File: src/rtl/uart_pkg.sv
// Shared types and constants for the UART receive buffer.
package uart_pkg;

  localparam int UART_DATA_W   = 8;
  localparam int UART_BAUD_DIV = 5208;  // 50 MHz / 9600

  typedef enum logic [2:0] {
    IDLE,
    START,
    DATA,
    PARITY,
    STOP,
    WAIT_IDLE
  } state_t;

endpackage

File: src/rtl/uart_rx_buffer_if.sv
// CPU-side read/status bus of the UART receive buffer.
interface uart_rx_buffer_if;
  import uart_pkg::*;

  logic                   rd_en;
  logic                   clr_err;
  logic [UART_DATA_W-1:0] rd_data;
  logic                   rd_valid;
  logic                   overflow;
  logic                   frame_err;
  logic                   busy;

  modport master (
    output rd_en, clr_err,
    input  rd_data, rd_valid, overflow, frame_err, busy
  );

  modport slave (
    input  rd_en, clr_err,
    output rd_data, rd_valid, overflow, frame_err, busy
  );

endinterface

File: src/rtl/uart_rx_fifo.sv
// First-word-fall-through FIFO; head reads 0 while empty.
module uart_rx_fifo #(
  parameter int DEPTH = 4,
  parameter int WIDTH = 8
) (
  input  logic             clk,
  input  logic             reset,
  input  logic             push,
  input  logic [WIDTH-1:0] push_data,
  input  logic             pop,
  output logic             full,
  output logic             empty,
  output logic [WIDTH-1:0] head
);

  localparam int AW = $clog2(DEPTH);

  logic [WIDTH-1:0] mem [DEPTH];
  logic [AW:0]      wr_ptr, rd_ptr;
  logic             pop_ok, push_ok;

  assign empty   = (wr_ptr == rd_ptr);
  assign full    = (wr_ptr[AW] != rd_ptr[AW]) && (wr_ptr[AW-1:0] == rd_ptr[AW-1:0]);
  assign pop_ok  = pop & ~empty;
  // A pop in the same cycle frees the slot, so a full FIFO still accepts the push.
  assign push_ok = push & (~full | pop_ok);
  assign head    = empty ? '0 : mem[rd_ptr[AW-1:0]];

  // Read/write pointers, wrapping naturally over AW+1 bits.
  always_ff @(posedge clk) begin
    if (reset) begin
      wr_ptr <= '0;
      rd_ptr <= '0;
    end else begin
      if (push_ok) wr_ptr <= wr_ptr + 1'b1;
      if (pop_ok)  rd_ptr <= rd_ptr + 1'b1;
    end
  end

  // Storage write.
  always_ff @(posedge clk) begin
    if (push_ok) mem[wr_ptr[AW-1:0]] <= push_data;
  end

endmodule

File: src/rtl/uart_rx_buffer.sv
// UART receiver (8N1, or 8E1 with UART_RX_PARITY_EN defined) feeding a FWFT FIFO.
module uart_rx_buffer
  import uart_pkg::*;
#(
  parameter int BAUD_DIV   = UART_BAUD_DIV,
  parameter int FIFO_DEPTH = 4
) (
  input  logic clk,
  input  logic reset,
  input  logic uart_rx,
  uart_rx_buffer_if.slave bus
);

  localparam int CW = $clog2(BAUD_DIV);
  localparam logic [CW-1:0] HALF_LOAD = CW'(BAUD_DIV / 2 - 1);
  localparam logic [CW-1:0] FULL_LOAD = CW'(BAUD_DIV - 1);

  state_t                 state, state_nx;
  logic                   rx_meta, rxs;
  logic [CW-1:0]          cnt, cnt_nx;
  logic [2:0]             bit_idx, bit_idx_nx;
  logic [UART_DATA_W-1:0] shift, shift_nx;
  logic                   push_req, frame_set;
  logic                   push_q;
  logic [UART_DATA_W-1:0] push_data;
  logic                   fifo_full, fifo_empty, pop, ovf_set;
  logic                   busy, overflow, frame_err;
`ifdef UART_RX_PARITY_EN
  logic                   par_bad, par_bad_nx;
`endif

  // Two-flop synchroniser, idling high.
  always_ff @(posedge clk) begin
    if (reset) begin
      rx_meta <= 1'b1;
      rxs     <= 1'b1;
    end else begin
      rx_meta <= uart_rx;
      rxs     <= rx_meta;
    end
  end

  // State register.
  always_ff @(posedge clk) begin
    if (reset) state <= IDLE;
    else       state <= state_nx;
  end

  // Next state, bit timing and deframing decisions.
  always_comb begin
    state_nx   = state;
    cnt_nx     = cnt - CW'(1);
    bit_idx_nx = bit_idx;
    shift_nx   = shift;
    push_req   = 1'b0;
    frame_set  = 1'b0;
`ifdef UART_RX_PARITY_EN
    par_bad_nx = par_bad;
`endif
    case (state)
      IDLE: begin
        if (!rxs) begin
          state_nx = START;
          cnt_nx   = HALF_LOAD;
        end
      end
      START: begin
        if (cnt == '0) begin
          if (rxs) begin
            state_nx = IDLE;
          end else begin
            state_nx   = DATA;
            cnt_nx     = FULL_LOAD;
            bit_idx_nx = '0;
          end
        end
      end
      DATA: begin
        if (cnt == '0) begin
          shift_nx   = {rxs, shift[UART_DATA_W-1:1]};
          cnt_nx     = FULL_LOAD;
          bit_idx_nx = bit_idx + 3'd1;
          if (bit_idx == 3'(UART_DATA_W - 1)) begin
`ifdef UART_RX_PARITY_EN
            state_nx = PARITY;
`else
            state_nx = STOP;
`endif
          end
        end
      end
`ifdef UART_RX_PARITY_EN
      PARITY: begin
        if (cnt == '0) begin
          par_bad_nx = rxs ^ (^shift);
          frame_set  = rxs ^ (^shift);
          cnt_nx     = FULL_LOAD;
          state_nx   = STOP;
        end
      end
`endif
      STOP: begin
        if (cnt == '0) begin
          if (rxs) begin
`ifdef UART_RX_PARITY_EN
            push_req = ~par_bad;
`else
            push_req = 1'b1;
`endif
            state_nx = IDLE;
          end else begin
            frame_set = 1'b1;
            state_nx  = WAIT_IDLE;
          end
        end
      end
      WAIT_IDLE: begin
        if (rxs) state_nx = IDLE;
      end
      default: state_nx = IDLE;
    endcase
  end

  // Datapath registers; the completed byte is staged one cycle before the FIFO write.
  always_ff @(posedge clk) begin
    if (reset) begin
      cnt       <= '0;
      bit_idx   <= '0;
      shift     <= '0;
      push_q    <= 1'b0;
      push_data <= '0;
      busy      <= 1'b0;
`ifdef UART_RX_PARITY_EN
      par_bad   <= 1'b0;
`endif
    end else begin
      cnt       <= cnt_nx;
      bit_idx   <= bit_idx_nx;
      shift     <= shift_nx;
      push_q    <= push_req;
      push_data <= shift;
      busy      <= (state_nx != IDLE);
`ifdef UART_RX_PARITY_EN
      par_bad   <= par_bad_nx;
`endif
    end
  end

  assign pop     = bus.rd_en & ~fifo_empty;
  assign ovf_set = push_q & fifo_full & ~pop;

  // Sticky error flags; a new error in the clearing cycle wins.
  always_ff @(posedge clk) begin
    if (reset) begin
      overflow  <= 1'b0;
      frame_err <= 1'b0;
    end else begin
      overflow  <= ovf_set   | (overflow  & ~bus.clr_err);
      frame_err <= frame_set | (frame_err & ~bus.clr_err);
    end
  end

  uart_rx_fifo #(
    .DEPTH (FIFO_DEPTH),
    .WIDTH (UART_DATA_W)
  ) u_fifo (
    .clk       (clk),
    .reset     (reset),
    .push      (push_q),
    .push_data (push_data),
    .pop       (pop),
    .full      (fifo_full),
    .empty     (fifo_empty),
    .head      (bus.rd_data)
  );

  assign bus.rd_valid  = ~fifo_empty;
  assign bus.overflow  = overflow;
  assign bus.frame_err = frame_err;
  assign bus.busy      = busy;

endmodule

File: src/flat_wrapper.sv
// flat-port wrapper written by rule: the top's interface ports become plain ports
module uart_rx_buffer_flat import uart_pkg::*;
#(
  parameter int BAUD_DIV   = UART_BAUD_DIV,
  parameter int FIFO_DEPTH = 4
)
  (clk, reset, uart_rx, bus_rd_en, bus_clr_err, bus_rd_data, bus_rd_valid, bus_overflow, bus_frame_err, bus_busy);
  uart_rx_buffer_if bus_i ();
  input  logic clk;
  input  logic reset;
  input  logic uart_rx;
  input wire logic [$bits(bus_i.rd_en)-1:0] bus_rd_en;
  input wire logic [$bits(bus_i.clr_err)-1:0] bus_clr_err;
  output wire logic [$bits(bus_i.rd_data)-1:0] bus_rd_data;
  output wire logic [$bits(bus_i.rd_valid)-1:0] bus_rd_valid;
  output wire logic [$bits(bus_i.overflow)-1:0] bus_overflow;
  output wire logic [$bits(bus_i.frame_err)-1:0] bus_frame_err;
  output wire logic [$bits(bus_i.busy)-1:0] bus_busy;
  assign bus_i.rd_en = bus_rd_en;
  assign bus_i.clr_err = bus_clr_err;
  assign bus_rd_data = bus_i.rd_data;
  assign bus_rd_valid = bus_i.rd_valid;
  assign bus_overflow = bus_i.overflow;
  assign bus_frame_err = bus_i.frame_err;
  assign bus_busy = bus_i.busy;
  uart_rx_buffer #(.BAUD_DIV(BAUD_DIV), .FIFO_DEPTH(FIFO_DEPTH)) u_core (.clk(clk), .reset(reset), .uart_rx(uart_rx), .bus(bus_i));
endmodule
File: config.mk
export PLATFORM = sky130hd
export DESIGN_NAME = uart_rx_buffer_flat
export DESIGN_NICKNAME = d
export VERILOG_FILES = /design/src/rtl/uart_pkg.sv /design/src/rtl/uart_rx_buffer_if.sv /design/src/rtl/uart_rx_fifo.sv /design/src/rtl/uart_rx_buffer.sv /design/src/flat_wrapper.sv
export SDC_FILE = /design/constraint.sdc
export NUM_CORES = 1
export LEC_CHECK = 0
export ABC_AREA = 0
export ABC_CLOCK_PERIOD_IN_PS = 2300
export CAP_MARGIN = 20
export CELL_PAD_IN_SITES_DETAIL_PLACEMENT = 0
export CELL_PAD_IN_SITES_GLOBAL_PLACEMENT = 1
export CORE_ASPECT_RATIO = 1.4
export CORE_MARGIN = 2
export CORE_UTILIZATION = 43
export CTS_CLUSTER_SIZE = 40
export DETAILED_ROUTE_END_ITERATION = 8
export GPL_ROUTABILITY_DRIVEN = 0
export PLACE_DENSITY_LB_ADDON = 0.1
export SYNTH_ARGS = -nofsm -noshare
export SYNTH_HDL_FRONTEND = slang
export SYNTH_HIERARCHICAL = 1
export SYNTH_SLANG_ARGS = --single-unit
File: constraint.sdc
create_clock -name clk -period 2.3 [get_ports clk]
set_clock_uncertainty 0.15 [all_clocks]
set_input_delay 0.46 -clock clk [delete_from_list [all_inputs] [get_ports clk]]
set_output_delay 0.46 -clock clk [all_outputs]
set_load 0.03 [all_outputs]
Word level (Yosys, flattened, before mapping)

Memory sizes are Yosys's and may differ from the RTL's. A register that Yosys moved wholly into a read port is not among the register bits.
Cells that the tools add are included.

Memories: 1
Output and inout bits: 12
ROM bits: 0
Word-level logic and storage cells: 80
Latch bits: 0
RAM bits: 32
Input port bits: 5
Register bits: 47

Reduce and logical (&&, ||, !) cells: 8
Equal/unequal tests: 11
Divide/modulo/power cells: 0
$lt $le $gt $ge: 0
Bitwise logic cells: 16
$add $sub $neg: 4
Multiplexer cells: 27
Multiply operators: 0
Shifts and indexed selects: 0

Memories:

| memory            | depth | width | rd ports | clocked after Yosys merged registers in | wr ports | RTL line           | source |
|---|---|---|---|---|---|---|---|
| u_core.u_fifo.mem | 4     | 8     | 1        | 1                                       | 1        | uart_rx_fifo.sv:18 | `logic [WIDTH-1:0] mem [DEPTH];` |

Operators by type and width:

| cell                                                   | number |
|---|---|
| 2-to-1 mux 13 bit                                      | 4 |
| one-hot mux 13 bit (3 select lines)                    | 1 |
| 2-to-1 mux 3 bit                                       | 10 |
| one-hot mux 3 bit (5 select lines)                     | 1 |
| zero test 13 bit                                       | 1 |
| subtractor 13 x 1 -> 13 bit (second input constant)    | 1 |
| adder 3 x 1 -> 3 bit (second input constant)           | 3 |
| equality test 3 bit (second input constant)            | 3 |
| 2-to-1 mux 8 bit                                       | 1 |
| bitwise AND 1 bit                                      | 7 |
| 2-to-1 mux 1 bit                                       | 6 |
| 2-to-1 mux 2 bit                                       | 3 |
| NOT 1 bit                                              | 6 |
| one-hot mux 3 bit (2 select lines)                     | 1 |
| inequality test 2 x 1 -> 1 bit (second input constant) | 2 |
| AND reduction 4 bit                                    | 1 |
| equality test 3 x 1 -> 1 bit (second input constant)   | 1 |
| equality test 3 x 2 -> 1 bit (second input constant)   | 1 |
| equality test 3 bit                                    | 1 |
| zero test 3 bit                                        | 1 |
| OR 1 bit                                               | 3 |
| nonzero test 3 bit                                     | 1 |
| OR reduction 3 bit                                     | 1 |
| equality test 2 bit                                    | 1 |
| 5 further kinds                                        | 5 |

Depth between registers and ports, before layout

Gate-level depths: netlist of run 1.

Word-level depth: 8
Mapped depth: 7
Depth with buffers taken out: 6

Hierarchy

Netlist of run 1, hierarchy kept.

Modules (own cells, without submodules):

| module         | area each (um2) | sequential area each (um2) | times used | cells an instance |
|---|---|---|---|---|
| uart_rx_buffer | 1747.9          | 820.8                      | 1          | 190 |
| uart_rx_fifo   | 1707.9          | 1121.1                     | 1          | 104 |

Worst setup path before layout of run 1

OpenSTA, ideal clock, no wires.

Kind: register -> register
Start: reg u_core.u_fifo.wr_ptr[0]
End: reg u_core.u_fifo.wr_ptr[2]
Library setup time: 0.121 ns
Stages on the path, launching flop included: 7
Path buffers: 0
Period minus slack after synthesis: 2.343 ns
Arrival time: 2.072 ns
Slack: -0.043 ns
Data required time: 2.029 ns
Cells stage by stage: dfxtp_1 -> xor2_1 -> nor3_2 -> nor2b_1 -> inv_1 -> a41oi_1 -> mux2_2

Word-level cells in the longest chain between the ends: 6
Elaborated cells on any way between the ends: 10
Those cells by class: 1 x add/sub; 2 x eq/ne; 6 x bitwise; 1 x reduce/logical

Ends and longest elaborated chain:

| item                     | RTL line              | source |
|---|---|---|
| start: declaration       | uart_rx_fifo.sv:19    | `logic [AW:0] wr_ptr, rd_ptr;` |
| start signal: assignment | uart_rx_fifo.sv:35    | `if (push_ok) wr_ptr <= wr_ptr + 1'b1;` |
| equality test 3 bit      | uart_rx_fifo.sv:22    | `assign empty = (wr_ptr == rd_ptr);` |
| net u_core.fifo_empty    | uart_rx_buffer.sv:26  | `logic fifo_full, fifo_empty, pop, ovf_set;` |
| NOT 1 bit                | uart_rx_buffer.sv:149 | `assign pop = bus.rd_en & ~fifo_empty;` |
| bitwise AND 1 bit        | uart_rx_buffer.sv:149 |  |
| net u_core.pop           | uart_rx_buffer.sv:26  |  |
| bitwise AND 1 bit        | uart_rx_fifo.sv:24    | `assign pop_ok = pop & ~empty;` |
| OR 1 bit                 | uart_rx_fifo.sv:26    | `assign push_ok = push & (~full \| pop_ok);` |
| bitwise AND 1 bit        | uart_rx_fifo.sv:26    |  |

The timed path passes the listed nets, and every way through them passes these cells.
A chain may end at the register's enable or synchronous reset.

==> results of run 1 <==
-- where the power goes --
part	internal, uW	switching, uW	leakage, uW
Combinational	248	279	0.000773
Sequential	1530	36.5	0.000700
Clock	520	551	0.000102
-- what timing repair did --
action                     CTS  global route
hold endpoints to repair     0             0
setup buffers                1             0
setup endpoints to repair   10            54
pin swaps                    2             2
resized for setup           48             9
-- synth_stat cells (all sizes together) (2+ instances only) --
master,instances,area [sq um]
o31a,3,26.3
xor2,9,78.8
clkbuf,9,33.8
a21oi,16,80.1
xnor2,5,43.8
nand3,3,15.0
nor2b,20,125
or3,2,17.5
mux4,8,180
nand2b,2,12.5
or2,4,25.0
ha,9,113
nor2,15,56.3
dfxtp,49,981
a211oi,6,45.0
mux2,4,48.8
mux2i,3,30.0
nor4,6,43.8
inv,14,52.6
o21ai,3,15.0
nand2,29,109
or3b,2,17.5
nand4,2,12.5
o31ai,2,15.0
edfxtp,32,961
a31oi,4,25.0
and2,5,31.3
nor3,5,41.3
buf,5,37.5
or4,3,26.3
-- placed cells by master (no fill, tap or decap), drive strengths merged, types with 3 or more instances in the layout --
cell type      Yosys  final
a211oi             6      6
a21oi             16     16
a31oi              4      4
and2               5      5
buf                5     49
clkbuf             9     10
clkdlybuf4s50      0      7
dfxtp             49     49
edfxtp            32     32
ha                 9      9
inv               14     17
mux2               4      4
mux2i              3      3
mux4               8      8
nand2             29     29
nand3              3      3
nor2              15     15
nor2b             20     20
nor3               5      5
nor4               6      6
o21ai              3      3
o31a               3      3
or2                4      4
or4                3      3
xnor2              5      5
xor2               9      9
-- logic make-up (layout without fill, tap and decap cells) --
kind of cell	count (synthesis)	in the layout
fa+ha+maj	9	9
xor+xnor	14	14
compound gates	43	43
mux	15	15
buf+inv	28	87
simple gates	104	104
flops	81	81
-- stage by stage --
stage                     instance area (sq um)  worst slack (ps)   util  std cells
after floorplan                            3470              82.4      -        294
after global placement                     4020             -1.04  0.516        436
after detailed placement                   4020             -22.8  0.516        436
after CTS                                  4200              13.4  0.538        453
after global routing                       4220             -7.59  0.541        453
final                                      4220              60.6  0.541        453
-- cell type report --
cell class	count	share of cell area
timing repair buffer	57	0.111
inverter	14	0.0125
tap	100	0.0297
clock inverter	7	0.0199
sequential	81	0.461
multi-input combinational	185	0.337
clock buffer	9	0.0294
-- registers in the layout, summed over array words and instances (netlist names), named ones only --
name	cells
u_core/rx_meta	1
u_core/shift	8
u_core/u_fifo/rd_ptr	3
u_core/state	3
u_core/bus.overflow	1
u_core/rxs	1
u_core/u_fifo/wr_ptr	3
u_core/bus.busy	1
u_core/cnt	13
u_core/u_fifo/mem	32
u_core/push_data	8
u_core/push_q	1
u_core/bus.frame_err	1
u_core/bit_idx	3
-- worst max-delay path by stage --
stage                                                    start                                 to  slack [ps]  cells after the start
after floorplan           u_core/u_fifo/wr_ptr[0]$_SDFFE_PP0P_  u_core/u_fifo/mem[0][0]$_DFFE_PP_          80                      5
after global placement                                register                     bus_rd_data[4]          -1                      4
after detailed placement                              register                     bus_rd_data[4]         -20                      4
after CTS                 u_core/u_fifo/rd_ptr[0]$_SDFFE_PP0P_  u_core/u_fifo/mem[2][6]$_DFFE_PP_          10                      7
after global routing      u_core/u_fifo/rd_ptr[2]$_SDFFE_PP0P_                     bus_rd_data[4]          -8                      6
final                                                 register                     bus_rd_data[4]          60                      4
-- critical path: stages, from the launching register on --
cell,delay [ps]
dfxtp_2,350
buf_12,130
mux4_2,480
nor2b_1,140
buf_2,170
-- metal layers --
metal	track usage	wire length [microns]
met4	0.0981	129
met3	0.0244	99
met5	0	0
met2	0.297	3440
met1	0.186	2710
==> results.cfg, run 1 <==
[pwr]
irDropWorstVdd_mv = 0.378
power-per-cell-area_nw_per_um2 = 751
power_uw = 3170
leakage_uw = 0.00158

[run_status]
status = finished clean

[timing]
max_freq_ghz = 0.447
whs_ps = 278
post-route-min-period_ps = 2240
worstMarginPinSlew_ps = 547
rsz0062_at_grt = yes
finalSetupViolCount = 0
setup_tns_ps = 0
slew_headroom = 0.635
slew_viol_final = 0
hold_viol_final = 0
post-route-period-util = 0.974

[grt]
antenna_found_initial = 0
grt_pass1_wl_microns = 11000
grt_overflow = 0
grt_max_degree = 23
grt.total_usage = 0.166
first_global_vias = 2328

[layout]
antennaDiodeCount = 0
layout.nets = 362
multiInputGateArea_sq_um = 1420
num-fill-cells = 719
regArea_sq_um = 1940
area_delta_synth_final_pct = 22.0
drive_above_1_share = 0.275

[route]
wl_microns = 6380
dr.pass1.iters = 4
vias_per_cell = 5.04
avgRoutedWirePerCell_microns = 14.1
vias = 2283
antenna_left = 0
drt_iter0_markers = 131
route.detailed.drc = 0

[yosys]
synth-main-ff-cell = dfxtp_1
synthAdderAreaFrac = 0.0326
synth_simple_gate_area_frac = 0.171
syn-num-nets = 308
ys_ff_latch = 81
yosysSeqAreaShare = 0.562
synthCells = 294
ys_warn_count = 6
syn_area_sq_um = 3460
synth_xor_area_frac = 0.0355
async_flop_share = 0
syn_avg_cell_area_sq_um = 11.8
synth_top_family_by_area = simple AND/OR/NAND/NOR gates
synth_compound_area_frac = 0.0883
synth_edf_count = 32
yosysUniqueCellTypes = 53
synth_mux_area_frac = 0.0749

[clock_network]
cts_root_buf = clkbuf_8
cts_tree = built
cts_hold_buf = 0
htree_levels = 3
clk_latency_ps = 350
clk_pin_slew_ps = 80
clk_path_buf_depth = 2
numCtsBuffers = 9
cts_sinks = 81

[die]
core_sq_um = 7800
dieWidth_microns = 79.8
fp.dieArea_sq_um = 8780
initial_core_util = 0.443
io_pins = 17
num_rows = 38
fp.dieH_microns = 110

[hold_path]
min-delay-start = u_core/rx_meta$_SDFF_PP1_
hp-class = register to register
min_path_cells = 1
hold_end = u_core/rxs$_SDFF_PP1_

[worst_setup_path]
critical_path_required_ps = 1690
ff2ff_path_depth = 7
r2r_end = u_core/bus.busy$_SDFF_PP0_
endpoint_kind = output pin
r2r-start = u_core/cnt[1]$_SDFF_PP0_
crit_path_start_kind = register
crit_type = register to output pin
critPathMaxFanout = 8
cp.arrival_ps = 1630
rrSetupSlack_ps = 130

[job]
drv_cap = 0

[placement]
portBuffers = 16
dp_hpwl_microns = 4690
(Power assumes the default switching activity.)
==> run 2: changes to the inputs <==
--- a/config.mk
+++ b/config.mk
@@ -6,13 +6,12 @@
 export NUM_CORES = 1
 export LEC_CHECK = 0
 export ABC_AREA = 0
-export ABC_CLOCK_PERIOD_IN_PS = 2300
+export ABC_CLOCK_PERIOD_IN_PS = 2250
 export CAP_MARGIN = 20
 export CELL_PAD_IN_SITES_DETAIL_PLACEMENT = 0
 export CELL_PAD_IN_SITES_GLOBAL_PLACEMENT = 1
 export CORE_ASPECT_RATIO = 1.4
-export CORE_MARGIN = 2
-export CORE_UTILIZATION = 43
+export CORE_UTILIZATION = 48
 export CTS_CLUSTER_SIZE = 40
 export DETAILED_ROUTE_END_ITERATION = 8
 export GPL_ROUTABILITY_DRIVEN = 0
==> constraint.sdc (replaced) <==
create_clock -name clk -period 2.25 [get_ports clk]
set_clock_uncertainty 0.15 [all_clocks]
set_input_delay 0.45 -clock clk [delete_from_list [all_inputs] [get_ports clk]]
set_output_delay 0.45 -clock clk [all_outputs]
set_load 0.03 [all_outputs]
==> results.cfg, run 2 (synthesis results as in run 1) <==
[timing]
post-route-period-util = 0.981
setup_tns_ps = 0
slew_headroom = 0.671
rsz0062_at_grt = yes
hold_viol_final = 0
post-route-min-period_ps = 2210
worstMarginPinSlew_ps = 480
slew_viol_final = 0
finalSetupViolCount = 0
max_freq_ghz = 0.453

[grt]
first_global_vias = 2305
antenna_found_initial = 0
grt_pass1_wl_microns = 10500
grt.total_usage = 0.188
grt_overflow = 0
grt_max_degree = 28

[route]
avgRoutedWirePerCell_microns = 14.0
antenna_left = 0
vias_per_cell = 5.09
route.detailed.drc = 0
dr.pass1.iters = 4
vias = 2261
drt_iter0_markers = 102
wl_microns = 6240

[clock_network]
clk_path_buf_depth = 2
cts_hold_buf = 0
cts_sinks = 81
htree_levels = 3
cts_root_buf = clkbuf_8
numCtsBuffers = 9
cts_tree = built
clk_pin_slew_ps = 80
clk_latency_ps = 350

[job]
drv_cap = 0

[die]
fp.dieH_microns = 102
io_pins = 17
num_rows = 36
fp.dieArea_sq_um = 7550
core_sq_um = 6980
dieWidth_microns = 73.7
initial_core_util = 0.495

[pwr]
power_uw = 3130
leakage_uw = 0.00156
irDropWorstVdd_mv = 0.544
power-per-cell-area_nw_per_um2 = 738

[worst_setup_path]
r2r-start = u_core/cnt[0]$_SDFF_PP0_
path_cells = buf_12 > mux4_2 > nor2b_1 > buf_4
cp_slowest_cell = mux4_2
endpoint_kind = output pin
critPathMaxFanout = 8
endpoint = bus_rd_data[3]
r2r_end = u_core/bit_idx[0]$_SDFFE_PP0P_
cp.arrival_ps = 1610
critical_path_required_ps = 1650
crit_path_start_kind = register
crit_path_max_incr_delay_ps = 480
crit_type = register to output pin
rrSetupSlack_ps = 70
ff2ff_path_depth = 7

[placement]
portBuffers = 16
dp_cells = 425
dp_hpwl_microns = 4530
dpl_cell_area_sq_um = 3970

[layout]
largest_reg_flops = 32
area_delta_synth_final_pct = 22.8
final_cell_count_no_fill = 444
drive_above_1_share = 0.301
antennaDiodeCount = 0
multiInputGateArea_sq_um = 1480
layout.nets = 358
mostFrequentLayoutCell = dfxtp_1
num-fill-cells = 601
final_cell_area_sq_um = 4250
regArea_sq_um = 1950
final_cell_mix = 46 x dfxtp_1, 37 x buf_4, 32 x edfxtp_1

[run_status]
status = finished clean

[hold_path]
hp-class = register to register
run 2: worst min path at each step:
stage | endpoint | startpoint | slack [ps] | cells after the start
floorplan | u_core/rxs$_SDFF_PP1_ | u_core/rx_meta$_SDFF_PP1_ | 240 | 1
global placement | u_core/rxs$_SDFF_PP1_ | u_core/rx_meta$_SDFF_PP1_ | 240 | 1
detailed placement | u_core/rxs$_SDFF_PP1_ | u_core/rx_meta$_SDFF_PP1_ | 250 | 1
CTS | u_core/rxs$_SDFF_PP1_ | u_core/rx_meta$_SDFF_PP1_ | 270 | 1
global route | u_core/rxs$_SDFF_PP1_ | u_core/rx_meta$_SDFF_PP1_ | 280 | 1
finish | u_core/rxs$_SDFF_PP1_ | u_core/rx_meta$_SDFF_PP1_ | 270 | 1
run 2: power by group:
part	total (uW)	internal, uW	switching, uW
Clock	958	409	549
Sequential	1610	1570	46.1
Combinational	560	271	289
Total	3130	2250	884
run 2: stage by stage:
step	hold slack, ps	utilization	setup slack (ps)
after floorplan	239	-	32.4
after global placement	243	0.569	-59.6
final	268	0.608	42.4
after CTS	271	0.590	3.77
after detailed placement	249	0.569	-70.2
after global routing	279	0.608	-21.3
run 2: final cells by class:
class | instances | area share
Sequential cell | 81 | 0.458
Multi-Input combinational cell | 185 | 0.349
Timing Repair Buffer | 53 | 0.111
Clock buffer | 9 | 0.0292
Tap cell | 95 | 0.0280
Clock inverter | 7 | 0.0124
Inverter | 14 | 0.0124
run 2: critical path: cells and delay by family, from the launching register on:
kind          cells  cell delay [ps]
mux               1              480
simple gates      1              140
buf+inv           2              290
flops             1              350
run 2: per-layer routing:
layer	part of all wire	global-route usage	up-vias
met5	0	0	-
met4	0.012	0.0888	0
met3	0.025	0.0414	6
met2	0.55	0.338	24
met1	0.42	0.207	1080
li1	-	-	1151
run 2: timing repair:
item | in CTS | in global routing
buffers inserted | 0 | 3
endpoints found under the setup margin | 9 | 48
pin swaps | 1 | 2
gates resized for setup | 48 | 40
